[src/rtl/operand_entry_controller.sv]
// operand_entry_controller
//
// Converts the board's slide switches and push-buttons into a handshaked
// stream of 16-bit operand words for the FPMAC pipeline. It also produces
// the init/done/display_value signals for the seven-segment display path.
//
// Ports:
//   clock_100Mhz   in   1   system clock; all logic runs on its rising edge
//   reset          in   1   asynchronous, active-low reset
//   btn_enter      in   1   raw enter button (asynchronous, bouncing)
//   btn_clear      in   1   raw clear button (asynchronous, bouncing)
//   sw             in  16   slide switches holding the operand value
//   data_ready     in   1   FPMAC accepts a word
//   data_valid     out  1   data_out holds a word
//   data_out       out 16   captured operand
//   operand_index  out  4   index of the word being collected or sent
//   init           out  1   high while in INIT
//   done           out  1   high while in DONE
//   display_value  out 16   value for the display controller
//
// Also contains operand_entry_button: a 2-flop synchronizer, a debouncer
// and a rising-edge pulse generator for one push-button.

module operand_entry_button #(
  parameter int DEBOUNCE_CYCLES = 1_000_000
) (
  input  logic clock_100Mhz,
  input  logic reset,
  input  logic raw,
  output logic pulse
);

  localparam int CNT_W = (DEBOUNCE_CYCLES > 2) ? $clog2(DEBOUNCE_CYCLES) : 1;
  localparam logic [CNT_W-1:0] CNT_LAST = CNT_W'(DEBOUNCE_CYCLES - 1);

  logic             sync_p0;
  logic             sync_p1;
  logic             level;
  logic             level_d;
  logic [CNT_W-1:0] cnt;

  always_ff @(posedge clock_100Mhz or negedge reset) begin
    if (!reset) begin
      sync_p0 <= 1'b0;
      sync_p1 <= 1'b0;
      level   <= 1'b0;
      level_d <= 1'b0;
      cnt     <= '0;
      pulse   <= 1'b0;
    end else begin
      // Stage p0/p1: metastability synchronizer
      sync_p0 <= raw;
      sync_p1 <= sync_p0;
      // Debounce: the level follows sync_p1 only after the difference has
      // been seen on DEBOUNCE_CYCLES consecutive edges
      if (sync_p1 == level) begin
        cnt <= '0;
      end else if (cnt == CNT_LAST) begin
        cnt   <= '0;
        level <= sync_p1;
      end else begin
        cnt <= cnt + 1'b1;
      end
      // Rising edge of the debounced level only
      level_d <= level;
      pulse   <= level & ~level_d;
    end
  end

endmodule

module operand_entry_controller #(
  parameter int DEBOUNCE_CYCLES = 1_000_000,
  parameter int NUM_OPERANDS    = 4
) (
  input  logic        clock_100Mhz,
  input  logic        reset,
  input  logic        btn_enter,
  input  logic        btn_clear,
  input  logic [15:0] sw,
  input  logic        data_ready,
  output logic        data_valid,
  output logic [15:0] data_out,
  output logic [3:0]  operand_index,
  output logic        init,
  output logic        done,
  output logic [15:0] display_value
);

  localparam logic [3:0] LAST_IDX = 4'(NUM_OPERANDS - 1);

  typedef enum logic [1:0] {
    ST_INIT    = 2'd0,
    ST_COLLECT = 2'd1,
    ST_SEND    = 2'd2,
    ST_DONE    = 2'd3
  } state_t;

  state_t     state;
  state_t     state_n;
  logic [3:0] index_n;
  logic       capture;
  logic       enter_p;
  logic       clear_p;

  operand_entry_button #(.DEBOUNCE_CYCLES(DEBOUNCE_CYCLES)) u_enter (
    .clock_100Mhz (clock_100Mhz),
    .reset        (reset),
    .raw          (btn_enter),
    .pulse        (enter_p)
  );

  operand_entry_button #(.DEBOUNCE_CYCLES(DEBOUNCE_CYCLES)) u_clear (
    .clock_100Mhz (clock_100Mhz),
    .reset        (reset),
    .raw          (btn_clear),
    .pulse        (clear_p)
  );

  // Clear outranks every other event, including a same-cycle handshake,
  // so the word in flight is treated as not delivered.
  always_comb begin
    state_n = state;
    index_n = operand_index;
    capture = 1'b0;
    if (clear_p) begin
      state_n = ST_INIT;
      index_n = 4'd0;
    end else begin
      case (state)
        ST_INIT: begin
          index_n = 4'd0;
          if (enter_p) state_n = ST_COLLECT;
        end
        ST_COLLECT: begin
          if (enter_p) begin
            state_n = ST_SEND;
            capture = 1'b1;
          end
        end
        ST_SEND: begin
          if (data_valid && data_ready) begin
            if (operand_index == LAST_IDX) begin
              state_n = ST_DONE;
            end else begin
              state_n = ST_COLLECT;
              index_n = operand_index + 4'd1;
            end
          end
        end
        default: ;
      endcase
    end
  end

  // Flag outputs are decoded from the next state so they change on the
  // same edge as the transition itself.
  always_ff @(posedge clock_100Mhz or negedge reset) begin
    if (!reset) begin
      state         <= ST_INIT;
      operand_index <= 4'd0;
      data_valid    <= 1'b0;
      data_out      <= 16'h0000;
      init          <= 1'b1;
      done          <= 1'b0;
    end else begin
      state         <= state_n;
      operand_index <= index_n;
      data_valid    <= (state_n == ST_SEND);
      init          <= (state_n == ST_INIT);
      done          <= (state_n == ST_DONE);
      if (capture) data_out <= sw;
    end
  end

  // COLLECT shows the live switches so the user sees what will be captured.
  always_comb begin
    case (state)
      ST_INIT:    display_value = 16'h0000;
      ST_COLLECT: display_value = sw;
      default:    display_value = data_out;
    endcase
  end

endmodule
[config.mk]
export PLATFORM = sky130hd
export DESIGN_NAME = operand_entry_controller
export DESIGN_NICKNAME = d
export VERILOG_FILES = /design/src/rtl/operand_entry_controller.sv
export SDC_FILE = /design/constraint.sdc
export NUM_CORES = 1
export LEC_CHECK = 0
export ABC_AREA = 0
export CAP_MARGIN = 20
export CORE_MARGIN = 4
export CORE_UTILIZATION = 55
export DETAILED_ROUTE_END_ITERATION = 7
export HOLD_SLACK_MARGIN = 0.1
export PLACE_DENSITY_LB_ADDON = 0.1
export RECOVER_POWER = 100
export SLEW_MARGIN = 10
export SYNTH_ARGS = -nofsm -noshare
export SYNTH_HDL_FRONTEND = slang
export SYNTH_SLANG_ARGS = --single-unit
[constraint.sdc]
create_clock -name clock_100Mhz -period 2.8 [get_ports clock_100Mhz]
set_input_delay 0.42 -clock clock_100Mhz [delete_from_list [all_inputs] [get_ports clock_100Mhz]]
set_output_delay 0.42 -clock clock_100Mhz [all_outputs]
set_load 0.01 [all_outputs]
==> impl_summary.log <==
INFO  metric yosys.area.top_type = sky130_fd_sc_hd__dfrtp_1
INFO  metric wirelength = 7160 um
INFO  metric post_synth_instance_area = 3560 um2
INFO  metric worst_ir_drop_vdd = 0.325 mV
INFO  metric leading_cell_type_in_the_layout_fill_and_taps_excluded = sky130_fd_sc_hd__dfrtp_1
INFO  metric worst_path_max_delay_cell = sky130_fd_sc_hd__dlygate4sd3_1
INFO  metric dp_hpwl = 4990 um
INFO  metric top_cells_by_area_synth = sky130_fd_sc_hd__dfrtp_1 (52%), sky130_fd_sc_hd__mux2_2 (5.7%), sky130_fd_sc_hd__nand2_1 (5.3%)
INFO  metric tritoncts.num_buffers = 9
INFO  metric chipHeight = 88.5 um
INFO  metric worst_setup_end_kind = primary output
INFO  metric power_leakage = 0.00200 uW
INFO  metric detail_route.vias_per_cell = 5.59
INFO  metric regArea = 1880 um2
INFO  metric timing.max_slew.rel_slack = -23.5%
INFO  metric avgRoutedWirePerCell = 14.2 um
INFO  metric flow.area_growth_from_synthesis = 23.3%
INFO  metric placement_rows = 29
INFO  metric most-common-layout-cells = sky130_fd_sc_hd__dfrtp_1 (74), sky130_fd_sc_hd__nand2_1 (50), sky130_fd_sc_hd__dlygate4sd3_1 (41)
INFO  metric syn-mean-instance-area = 9.87 um2
INFO  metric globalplace.congestion = 0.862
INFO  metric clock-skew-final = 9.03 ps
INFO  metric dr.pass1.iters = 5
INFO  metric setup_tns = 0 ps
INFO  metric multiInputGateArea = 1590 um2
INFO  metric final_nets = 446
INFO  metric rsz0062_at_grt = no
INFO  metric ys_types = 37
INFO  metric synth_enable_flop_cells = 0
INFO  metric timing_worst_slew_pin_value = 1850 ps
INFO  metric cellPowerDensity = 460 nW/um2
INFO  metric core = 6310 um2
INFO  metric synth_async_sr_flop_share = 100%
INFO  metric antenna_cells_inserted = 0
INFO  metric dr.first_iter.drc_count = 167
INFO  metric worst-endpoint-required = 2380 ps
INFO  metric final_min_period_over_clock_period = 90.9%
INFO  metric die-width = 88.5 um
INFO  metric final_cells = 504
INFO  metric finalSetupViolCount = 0
INFO  metric final_period_minus_worst_setup_slack = 2540 ps
INFO  metric hold_viol = 0
INFO  metric cts.repair.resized = 0
INFO  metric detailroute.via_count = 2819
INFO  metric synth_nets = 385
INFO  metric globalRoute.totalOverflow = 0
INFO  metric timing_max_transition_violations_final = 76
INFO  metric timing.critical_path.max_delay_family = buffers and inverters
INFO  metric failed_checks = capacitance limit, slew limit
INFO  metric cp.buffers_inverters = 2
INFO  metric tritoncts_num_sinks = 75
INFO  metric critical_path.startpoint_type = flop
INFO  metric cts.path.max_buffers = 2
INFO  metric tritoncts = built
INFO  metric critical-path-max-stage-delay = 640 ps
INFO  metric top_level_ports = 60
INFO  metric rrSetupSlack = 480 ps
INFO  metric buffer_ports.inserted = 59
INFO  metric path_clk_slew = 80 ps
INFO  metric critical_path_peak_fanout = 16
INFO  metric timing.fmax = 0.393 GHz
INFO  metric yosys.area.top_type_share = 51.9%
INFO  metric timing.max_cap.violations = 1
INFO  metric final_antenna_net_count = 0
INFO  metric synth-seq-area-share = 52.7%
INFO  metric critical_path.cell_chain = buf_4 -> nand2_1 -> o21ai_0 -> dlygate4sd3_1
INFO  metric synth_seq_cells = 75
INFO  metric ys_dominant_reg_cell = sky130_fd_sc_hd__dfrtp_1
INFO  metric global_route.usage.total = 20.1%
INFO  metric post-cts-setup-buffer-count = 0
INFO  metric run_status = finished, violations left
INFO  metric start_util = 56.5%
INFO  metric place_inst = 488
INFO  metric drcViolationCount = 0
INFO  metric synth_warnings = 0
INFO  metric fill_cells = 508
INFO  metric cts_htree_levels = 3
INFO  metric insertion_delay = 330 ps
INFO  metric clk_root_buffer_cell = sky130_fd_sc_hd__clkbuf_8
INFO  metric dieArea = 7830 um2
INFO  metric drive_gt1_share = 10.1%
INFO  metric initial_antenna_violation_count = 0
INFO  metric holdCritPathClass = reg2reg
INFO  metric vias_in_the_first_global_route = 2808
INFO  metric worst-setup-path-type = reg2out
INFO  metric first_pass_grt_wire_length = 12500 um
INFO  metric worstPathArrival = 2120 ps
INFO  metric grt_max_degree = 76
INFO  metric post_cts_hold_buffer_count = 0
INFO  metric post_synth_inst_count = 361
-- Yosys cell counts, types with 2 or more instances --
| master | count |
|---|---|
| sky130_fd_sc_hd__a31oi_1 | 3 |
| sky130_fd_sc_hd__nor2_1 | 31 |
| sky130_fd_sc_hd__nand2_1 | 50 |
| sky130_fd_sc_hd__ha_1 | 3 |
| sky130_fd_sc_hd__xor2_1 | 15 |
| sky130_fd_sc_hd__a21oi_1 | 18 |
| sky130_fd_sc_hd__buf_2 | 3 |
| sky130_fd_sc_hd__or4_4 | 2 |
| sky130_fd_sc_hd__xnor2_1 | 9 |
| sky130_fd_sc_hd__nand3_1 | 16 |
| sky130_fd_sc_hd__or3_1 | 14 |
| sky130_fd_sc_hd__nand4_1 | 10 |
| sky130_fd_sc_hd__dfrtp_1 | 74 |
| sky130_fd_sc_hd__o31ai_1 | 7 |
| sky130_fd_sc_hd__a21oi_2 | 2 |
| sky130_fd_sc_hd__nor2b_1 | 4 |
| sky130_fd_sc_hd__mux2_2 | 18 |
| sky130_fd_sc_hd__and4_1 | 2 |
| sky130_fd_sc_hd__or4_1 | 5 |
| sky130_fd_sc_hd__nor4_1 | 3 |
| sky130_fd_sc_hd__nor4b_1 | 3 |
| sky130_fd_sc_hd__and2_1 | 2 |
| sky130_fd_sc_hd__clkbuf_1 | 13 |
| sky130_fd_sc_hd__nand2b_1 | 2 |
| sky130_fd_sc_hd__o21ai_0 | 27 |
| sky130_fd_sc_hd__and3_1 | 2 |
| sky130_fd_sc_hd__nor3_1 | 6 |
| sky130_fd_sc_hd__inv_1 | 8 |
-- cell type report --
cell class	instances	area share [%]
repair buffers	66	14.4
inverters	8	0.683
multi-input cells	262	36.1
clock buffers	13	3.62
flip-flops and latches	75	42.7
well taps	77	2.19
clock inverters	3	0.342
-- kinds of logic (layout without fill, tap and decap cells) --
kind of cell	Yosys count	in the layout	synth area share, %
flops	75	75	52.7
buf+inv	24	90	2.63
fa+ha+maj	3	3	1.05
simple gates	159	159	23.0
xor+xnor	24	24	5.90
mux	18	18	5.69
compound gates	58	58	9.06
-- path summary, 6_finish.rpt --
kind,start,depth (start not counted),end
hold / removal,u_enter.sync_p0,0,u_enter.sync_p1
setup reg to reg,state[1],6,data_out[13]
max in group asynchronous,reset,1,u_clear.cnt[3]
hold reg to reg,u_enter.sync_p0,0,u_enter.sync_p1
min in group asynchronous,reset,1,operand_index[0]
setup / recovery,state[0],4,display_value[12]
-- through the flow --
stage,hold WS (ps),worst slack [ps],total power [uW],cell area (um2),utilization (%)
final,351,256,2020,4400,69.6
after floorplan,124,987,1220,3560,-
after CTS,247,298,2060,4430,70.2
after global routing,355,134,2120,4400,69.6
after detailed placement,338,552,1320,4260,67.5
after global placement,333,606,1320,4260,67.5
-- registers in the layout (all words and copies together) (netlist names), 2 cells and up --
name	flops
u_enter.cnt	20
data_out	16
u_clear.cnt	20
state	2
operand_index	4
-- worst register-to-register path: stages (launching register included) --
cell	delay, ps
sky130_fd_sc_hd__dfrtp_1	510
sky130_fd_sc_hd__buf_12	220
sky130_fd_sc_hd__nor2b_1	150
sky130_fd_sc_hd__nand2_1	110
sky130_fd_sc_hd__nor2_1	90
sky130_fd_sc_hd__clkbuf_1	680
sky130_fd_sc_hd__mux2_2	420
-- power by group --
group	leakage [uW]	switching, uW	internal, uW
clock network	0.0000932	364	367
logic	0.000908	86.1	73.6
registers	0.000999	27.1	1110
-- routing by layer --
layer  part of all wire (%)  track usage, %  vias up
li1                       -               -     1388
met3                    5.6            3.54        4
met4                   0.66            7.28        0
met2                     47            32.5       66
met5                      0               0        -
met1                     47            27.4     1361
No activity file was read; power rests on OpenSTA's default activity.
